File: src/rtl/uart_pkg.sv
// Shared types and defaults for the UART receive path.
package uart_pkg;

  typedef enum logic [2:0] {
    IDLE,
    START,
    DATA,
    PARITY,
    STOP
  } rx_state_t;

  localparam int OVERSAMPLE_DEF = 16;
  localparam int DBIT_DEF       = 8;
  localparam int SB_TICK_DEF    = 16;

  // Smallest counter width able to hold 0..max_count-1 (never narrower than one bit).
  function automatic int cnt_width(input int max_count);
    return (max_count > 2) ? $clog2(max_count) : 1;
  endfunction

endpackage

File: src/rtl/uart_rx_sync.sv
// Two-flop synchronizer for the asynchronous rx line plus a falling-edge detector.
// All flops reset to 1 so the idle-high line never looks like a start edge out of reset.
module uart_rx_sync (
  input  logic clk,
  input  logic reset_n,
  input  logic rx,
  output logic rx_s,
  output logic rx_fall
);

  logic sync1;
  logic sync2;
  logic prev;

  always_ff @(posedge clk or negedge reset_n) begin
    if (!reset_n) begin
      sync1 <= 1'b1;
      sync2 <= 1'b1;
      prev  <= 1'b1;
    end else begin
      sync1 <= rx;
      sync2 <= sync1;
      prev  <= sync2;
    end
  end

  assign rx_s    = sync2;
  assign rx_fall = prev & ~sync2;

endmodule

File: src/rtl/uart_rx_deserializer.sv
// UART receiver: oversampled start/data/stop framing, LSB-first deserialization, one-clk done strobe.
// Optional parity bit after the data bits when UART_RX_PARITY_EN is defined.
module uart_rx_deserializer
  import uart_pkg::*;
#(
  parameter int DBIT       = DBIT_DEF,
  parameter int OVERSAMPLE = OVERSAMPLE_DEF,
  parameter int SB_TICK    = SB_TICK_DEF,
  parameter int PARITY_ODD = 0
) (
  input  logic            clk,
  input  logic            reset_n,
  input  logic            rx,
  input  logic            s_tick,
  output logic [DBIT-1:0] dout,
  output logic            rx_done_tick,
  output logic            framing_err,
  output logic            parity_err
);

`ifdef UART_RX_PARITY_EN
  localparam logic PARITY_EN = 1'b1;
`else
  localparam logic PARITY_EN = 1'b0;
`endif

  localparam int SW = cnt_width((OVERSAMPLE > SB_TICK) ? OVERSAMPLE : SB_TICK);
  localparam int NW = cnt_width(DBIT);

  localparam logic [SW-1:0] S_MID     = SW'(OVERSAMPLE / 2 - 1);
  localparam logic [SW-1:0] S_BIT     = SW'(OVERSAMPLE - 1);
  localparam logic [SW-1:0] S_STOP    = SW'(SB_TICK - 1);
  localparam logic [NW-1:0] N_LAST    = NW'(DBIT - 1);
  localparam logic          PAR_SENSE = (PARITY_ODD != 0);

  logic rx_s;
  logic rx_fall;

  uart_rx_sync u_sync (
    .clk     (clk),
    .reset_n (reset_n),
    .rx      (rx),
    .rx_s    (rx_s),
    .rx_fall (rx_fall)
  );

  rx_state_t       state_q, state_d;
  logic [SW-1:0]   s_q, s_d;
  logic [NW-1:0]   n_q, n_d;
  logic [DBIT-1:0] b_q, b_d;
  logic            par_bit_q, par_bit_d;
  logic [DBIT-1:0] dout_q, dout_d;
  logic            done_q, done_d;
  logic            fe_q, fe_d;
  logic            pe_q, pe_d;

  always_ff @(posedge clk or negedge reset_n) begin
    if (!reset_n) begin
      state_q   <= IDLE;
      s_q       <= '0;
      n_q       <= '0;
      b_q       <= '0;
      par_bit_q <= 1'b0;
      dout_q    <= '0;
      done_q    <= 1'b0;
      fe_q      <= 1'b0;
      pe_q      <= 1'b0;
    end else begin
      state_q   <= state_d;
      s_q       <= s_d;
      n_q       <= n_d;
      b_q       <= b_d;
      par_bit_q <= par_bit_d;
      dout_q    <= dout_d;
      done_q    <= done_d;
      fe_q      <= fe_d;
      pe_q      <= pe_d;
    end
  end

  // Every state counts s_tick pulses only; the IDLE edge check ignores s_tick so a coincident tick is dropped.
  always_comb begin
    state_d   = state_q;
    s_d       = s_q;
    n_d       = n_q;
    b_d       = b_q;
    par_bit_d = par_bit_q;
    dout_d    = dout_q;
    done_d    = 1'b0;
    fe_d      = fe_q;
    pe_d      = pe_q;

    case (state_q)
      IDLE: begin
        if (rx_fall) begin
          state_d = START;
          s_d     = '0;
        end
      end

      START: begin
        if (s_tick) begin
          if (s_q == S_MID) begin
            if (!rx_s) begin
              state_d = DATA;
              s_d     = '0;
              n_d     = '0;
            end else begin
              state_d = IDLE;
            end
          end else begin
            s_d = s_q + SW'(1);
          end
        end
      end

      DATA: begin
        if (s_tick) begin
          if (s_q == S_BIT) begin
            s_d = '0;
            b_d = DBIT'({rx_s, b_q} >> 1);
            if (n_q == N_LAST) begin
              state_d = PARITY_EN ? PARITY : STOP;
            end else begin
              n_d = n_q + NW'(1);
            end
          end else begin
            s_d = s_q + SW'(1);
          end
        end
      end

      PARITY: begin
        if (s_tick) begin
          if (s_q == S_BIT) begin
            s_d       = '0;
            par_bit_d = rx_s;
            state_d   = STOP;
          end else begin
            s_d = s_q + SW'(1);
          end
        end
      end

      STOP: begin
        if (s_tick) begin
          if (s_q == S_STOP) begin
            dout_d  = b_q;
            fe_d    = ~rx_s;
            pe_d    = PARITY_EN & (^b_q ^ par_bit_q ^ PAR_SENSE);
            done_d  = 1'b1;
            state_d = IDLE;
          end else begin
            s_d = s_q + SW'(1);
          end
        end
      end

      default: state_d = IDLE;
    endcase
  end

  assign dout         = dout_q;
  assign rx_done_tick = done_q;
  assign framing_err  = fe_q;
  assign parity_err   = pe_q;

endmodule

File: config.mk
export PLATFORM = sky130hd
export DESIGN_NAME = uart_rx_deserializer
export DESIGN_NICKNAME = d
export VERILOG_FILES = /design/src/rtl/uart_pkg.sv /design/src/rtl/uart_rx_sync.sv /design/src/rtl/uart_rx_deserializer.sv
export SDC_FILE = /design/constraint.sdc
export NUM_CORES = 1
export LEC_CHECK = 0
export CORE_ASPECT_RATIO = 0.6
export CORE_MARGIN = 5
export CORE_UTILIZATION = 25
export CTS_CLUSTER_DIAMETER = 120
export CTS_CLUSTER_SIZE = 24
export DETAILED_ROUTE_END_ITERATION = 10
export MAX_ROUTING_LAYER = met4
export PLACE_DENSITY = 0.38
export SYNTH_ARGS = -nofsm -noshare
export SYNTH_HDL_FRONTEND = slang
export SYNTH_SLANG_ARGS = --single-unit
File: constraint.sdc
create_clock -name clk -period 2.3 [get_ports clk]
set_input_delay 0.345 -clock clk [delete_from_list [all_inputs] [get_ports clk]]
set_output_delay 0.345 -clock clk [all_outputs]
set_load 0.03 [all_outputs]
* Word-level counts from Yosys, hierarchy flattened *
Cells that the tools add are included.

storage, ports and cells
  flip-flop bits (word level) = 31
  bits of input ports = 4
  output and inout bits = 11
  word-level logic and storage cells = 76

operators by class
  $add $sub $neg = 2
  eq/ne operators = 22
  muxes and demuxes = 31
  bitwise logic cells = 2
  reduce and logical (&&, ||, !) cells = 9

operator list
  kind                                                  count
  two-way mux 3 bit                                     16
  two-way mux 4 bit                                     8
  != test 2 bit (second input constant)                 13
  case mux 4 bit (4 select lines)                       1
  case mux 3 bit (5 select lines)                       1
  AND reduction 7 bit                                   2
  AND reduction 10 bit                                  1
  equality test 3 x 2 -> 1 bit (second input constant)  2
  equality test 3 bit (second input constant)           2
  case mux 3 bit (2 select lines)                       1
  AND reduction 3 bit                                   2
  adder 4 x 1 -> 4 bit (second input constant)          1
  equality test 4 x 3 -> 1 bit (second input constant)  1
  equality test 4 bit (second input constant)           1
  nonzero test 4 bit                                    1
  adder 3 x 1 -> 3 bit (second input constant)          1
  equality test 3 x 1 -> 1 bit (second input constant)  1
  logical NOT 3 bit                                     1
  two-way mux 1 bit                                     3
  != test 3 bit (second input constant)                 1
  two-way mux 2 bit                                     1
  != test 2 x 1 -> 1 bit (second input constant)        1
  nonzero test 2 bit                                    1
  OR reduction 2 bit                                    1
  2 further kinds                                       2

* Longest topological paths before layout *
  depth in word-level cells = 5
  gate-level depth with buffers = 6
  depth with buffers taken out = 6

* Modules after synthesis *
From an unflattened synthesis, not the netlist that was laid out.

second synthesis, totals
  cells, all modules = 110
  area total of the unflattened synthesis = 1476.4 um2

by module, submodules not included
  module                instances  cells an instance  area each (um2)  seq. area each (um2)
  uart_rx_deserializer  1          106                1383.8           700.7
  uart_rx_sync          1          4                  92.6             78.8

* Worst setup path after synthesis *
OpenSTA, ideal clock, no wires.

  path type = register to register
  start point = reg s_q[0]
  end point = reg n_q[0]
  setup time = 128 ps
  data arrival time = 1697 ps
  data required time = 2172 ps
  path slack = 476 ps
  cell stages (with the launch flop) = 7
  buffers on the path = 0
  cells stage by stage = dfrtp_1 > ha_1 > and3b_1 > nand3_1 > or3_1 > a21oi_2 > mux2_1

on the way
  cells in the longest elaborated chain, start to end = 3

RTL lines
  what                                                                 RTL line                                                  source
  from (decl)                                                          uart_rx_deserializer.sv:48                                logic [SW-1:0] s_q, s_d;
  from (signal assigned)                                               uart_rx_deserializer.sv:60                                s_q <= '0;
  from (signal assigned)                                               uart_rx_deserializer.sv:70                                s_q <= s_d;
  equality test 4 bit or equality test 4 x 3 -> 1 bit (tied branches)  uart_rx_deserializer.sv:119, uart_rx_deserializer.sv:103
  != test 2 bit (no line)                                              -
  AND reduction 7 bit (no line) (*)                                    -
  to (signal assigned)                                                 uart_rx_deserializer.sv:71                                n_q <= n_d;
  to (decl)                                                            uart_rx_deserializer.sv:49                                logic [NW-1:0] n_q, n_d;

Mark *: on every way between the ends. The rest lies on a longest branch, timed or not.
A chain may end at the register's enable or synchronous reset.

* Final worst setup path *
  start point = reg s_q[1]
  end point = reg n_q[0]

The elaborated chain is that of the path after synthesis.

==> results_tabular.tex <==
\begin{tabular}{lr}
\hline
Metric & Value \\
\hline
\multicolumn{2}{l}{\textbf{Die}} \\
\quad Floorplan die width & around 110 um \\
\quad Initial core utilization & 0.2576 \\
\quad Row Count & 21 \\
\quad Die Height & 68.69 um \\
\quad Count of pins on the block boundary & 15 \\
\quad Die footprint & 7406 sq um \\
\quad Core outline area & approximately 5600 sq um \\
\multicolumn{2}{l}{\textbf{Clock network}} \\
\quad Number of levels in the clock H-tree & 2 \\
\quad Latest clock arrival within the worst-skew pair & between 0.2 and 0.3 ns \\
\quad Total of cells resized after clock tree synthesis & 0 \\
\quad CTS Buf Count & 5 \\
\quad Clock transition at the registers of the reported paths & $\sim$0.07 ns \\
\quad Clock root buffer & sky130\_fd\_sc\_hd\_\_clkbuf\_8 \\
\quad Buffers from clock root to sink, at most & 2 \\
\quad Post-cts hold buffer count & 0 \\
\quad Clock sink count & 31 \\
\quad TritonCTS clock tree & done \\
\quad Post-CTS setup buffer count & 0 \\
\multicolumn{2}{l}{\textbf{Timing}} \\
\quad Slew Limit Fails & 0 \\
\quad Tcrit/Tclk final & 0.8788 \\
\quad Final hold violation count & 0 \\
\quad Number of setup violations in the final report & 0 \\
\quad Maximum clock skew at final layout & roughly 0.0047 ns \\
\quad Minimum clock period after layout & 2.021 ns \\
\quad Setup repair after global routing missed its margin & false \\
\quad Setup TNS after final layout & 0 ns \\
\quad Fmax & 494.7 MHz \\
\multicolumn{2}{l}{\textbf{Outcome}} \\
\quad Outcome & completed \\
\multicolumn{2}{l}{\textbf{Synthesis}} \\
\quad Post-synth net total & 119 \\
\quad Number of standard cells after synthesis & 112 \\
\quad Synth warnings & 0 \\
\quad List of most frequent post-synthesis cells & sky130\_fd\_sc\_hd\_\_dfrtp\_1, sky130\_fd\_sc\_hd\_\_mux2\_2, sky130\_fd\_sc\_hd\_\_nand2\_1, sky130\_fd\_sc\_hd\_\_inv\_1, sky130\_fd\_sc\_hd\_\_mux2i\_1 \\
\quad Yosys cell types & 35 \\
\quad Number of flops mapped to enable cells by yosys & 0 \\
\quad Cell type contributing the most total cell area after synthesis & sky130\_fd\_sc\_hd\_\_dfrtp\_1 \\
\quad Main area contributors after synthesis & sky130\_fd\_sc\_hd\_\_dfrtp\_1, sky130\_fd\_sc\_hd\_\_mux2\_2, sky130\_fd\_sc\_hd\_\_dfstp\_2 \\
\quad Cell with the most instances after synthesis & sky130\_fd\_sc\_hd\_\_dfrtp\_1 \\
\quad Primary FF master, synth & sky130\_fd\_sc\_hd\_\_dfrtp\_1 \\
\quad Post-synthesis instance area & 1435 sq um \\
\quad Yosys reg bits & 31 \\
\quad Synth async-reset ratio & 1.000 \\
\quad Average footprint of a synthesized cell & 12.81 sq um \\
\quad Portion of synthesized cell area occupied by the leading cell type & 0.4882 \\
\quad Sequential area share after synthesis & 0.5432 \\
\multicolumn{2}{l}{\textbf{Run}} \\
\quad Max-cap violations & 0 \\
\multicolumn{2}{l}{\textbf{Place}} \\
\quad Placed Cells incl. Taps & 204 \\
\quad Count of input and output buffers & 13 \\
\quad Detailed placement HPWL & 1.896 mm \\
\quad Routability Congestion & $\sim$0.82 \\
\multicolumn{2}{l}{\textbf{GRT}} \\
\quad Number of antenna violations at the first check in global routing & 0 \\
\quad Wire length of the first global-routing pass & 4.560 mm \\
\quad Total global routing overflow & 0 \\
\quad GR Util All Layers & 0.08580 \\
\quad Largest net degree at the start of global routing & 32 \\
\quad Vias in the first global route & 930 \\
\multicolumn{2}{l}{\textbf{Critical path}} \\
\quad Family with the most delay on the worst path & simple AND/OR/NAND/NOR gates \\
\quad Number of buffers and inverters on the critical path & 0 \\
\quad Critical path's largest stage delay & 0.38 ns \\
\quad Class of the most critical setup path & register to register \\
\quad Maximum fanout along the worst path & 4 \\
\quad Sort of element at the start of the critical path & register \\
\quad Data arrival time of the worst path & 2.19 ns \\
\quad Type of element capturing the critical path & register \\
\quad Cells along the critical path & ha\_1 > and3b\_1 > nand3\_1 > or3\_1 > a21oi\_2 > mux2\_1 \\
\quad Required time reported for the critical path endpoint & 2.47 ns \\
\quad Crit-path slowest cell & sky130\_fd\_sc\_hd\_\_dfrtp\_1 \\
\multicolumn{2}{l}{\textbf{Cells and area}} \\
\quad Signed area change from the synthesized netlist to the final layout & 24.15\% \\
\quad Layout filler cell count & 590 \\
\quad Final core utilization & 0.3199 \\
\quad Non-filler instance count after layout & 212 \\
\quad Number of diodes & 0 \\
\quad Share of layout cells above drive strength 1 & 0.3030 \\
\quad Final-stage net count & 138 \\
\multicolumn{2}{l}{\textbf{Drt}} \\
\quad Count of vias placed by the detailed router & 892 \\
\quad DRT Wirelength & 2.642 mm \\
\quad Vias per inst & 4.208 \\
\quad Antenna-violating nets left & 0 \\
\quad Avg WL per Cell & roughly 12 um \\
\quad Detailed Routing Iterations Pass 1 & 4 \\
\quad DR iter-0 viols & 31 \\
\quad DRC violation count after routing & 0 \\
\multicolumn{2}{l}{\textbf{Power}} \\
\quad Leakage power of the design & 0.7997 nW \\
\quad Areal power density over the cells & 990.5 nW/um\^{}2 \\
\quad VDD IR-drop max & around 240 uV \\
\multicolumn{2}{l}{\textbf{Min path}} \\
\quad Type of the worst min-delay path & register to register \\
\hline
\end{tabular}
## per-layer routing
metal | global-route usage | up-vias | share of wire
met4 | 0.04252 | 0 | 0.014
met3 | 0.03070 | 5 | 0.034
met2 | 0.1161 | 11 | 0.41
met1 | 0.1129 | 445 | 0.55
met5 | - | - | 0
li1 | - | 431 | -
## sequential cells by signal, indices dropped and copies added, names as in the netlist
name	cells
u_sync.sync1	1
n_q	3
state_q	3
u_sync.rx_s	1
u_sync.prev	1
s_q	4
framing_err	1
b_q	8
dout	8
rx_done_tick	1
## where the power goes
group / switching [mW] / total, mW / internal (mW)
Clock: 0.203 / 0.553 / 0.350
Combinational: 0.254 / 0.484 / 0.230
Sequential: 0.106 / 0.727 / 0.622
Total: 0.563 / 1.76 / 1.20
## layout by cell type, fill, tap and decap left out, types with 2 or more instances in the layout
master and instances:
sky130_fd_sc_hd__buf_4 2, sky130_fd_sc_hd__clkbuf_8 6, sky130_fd_sc_hd__clkdlybuf4s50_1 13, sky130_fd_sc_hd__dfrtp_1 28
sky130_fd_sc_hd__dfstp_2 3, sky130_fd_sc_hd__ha_1 3, sky130_fd_sc_hd__inv_1 7, sky130_fd_sc_hd__mux2_2 16
sky130_fd_sc_hd__mux2_4 2, sky130_fd_sc_hd__mux2i_1 7, sky130_fd_sc_hd__nand2_1 8, sky130_fd_sc_hd__nand2b_1 2
sky130_fd_sc_hd__nand3_1 3, sky130_fd_sc_hd__nor2_1 6, sky130_fd_sc_hd__nor2_2 2, sky130_fd_sc_hd__nor2_4 2
sky130_fd_sc_hd__o221ai_1 2
## cell families after synthesis
logic type / count (synthesis) / synth area share
DFF: 31 / 0.5432
and+or+nand+nor: 31 / 0.1221
muxes: 26 / 0.2031
buffers and inverters: 10 / 0.02964
AOI/OAI and AO/OA: 9 / 0.06714
adders and majority gates: 3 / 0.02616
other: 1 / 0.002613
xor gates and xnor gates: 1 / 0.006104
## final timing paths
check	startpoint	slack [ns]	cells past startpoint	end
worst min register to register	u_sync.sync1$_DFF_PN1_	0.36	0	u_sync.rx_s$_DFF_PN1_
worst min-delay path	u_sync.sync1$_DFF_PN1_	0.36	0	u_sync.rx_s$_DFF_PN1_
worst max-delay path	s_q[1]$_DFFE_PN0P_	0.28	6	n_q[0]$_DFFE_PN0P_
worst max register to register	s_q[1]$_DFFE_PN0P_	0.28	6	n_q[0]$_DFFE_PN0P_
max in group asynchronous	reset_n	1.53	2	u_sync.prev$_DFF_PN1_
min in group asynchronous	reset_n	0.46	2	n_q[1]$_DFFE_PN0P_
## through the flow
stage | worst slack, ns | power [mW] | hold slack (ns) | instance area, sq um
final | 0.2787 | 1.765 | 0.3576 | 1782
after global routing | 0.1426 | 1.890 | 0.3653 | 1782
after CTS | 0.2883 | 1.791 | 0.3594 | 1782
after detailed placement | 0.1962 | 1.225 | 0.3493 | 1664
after global placement | 0.2454 | 1.218 | 0.3457 | 1664
after floorplan | 0.4758 | 1.111 | 0.04941 | 1435
## cell type report
| type | count | area, sq um | share of cell area |
|---|---|---|---|
| clock buffer | 6 | 82.58 | 0.04635 |
| clock inverter | 2 | 35.03 | 0.01966 |
| inverter | 7 | 26.28 | 0.01475 |
| multi-input combinational | 71 | 613.1 | 0.3441 |
| sequential | 31 | 779.5 | 0.4375 |
| tap | 80 | 100.1 | 0.05618 |
| timing repair buffer | 15 | 145.1 | 0.08146 |
(Power assumes the default switching activity.)
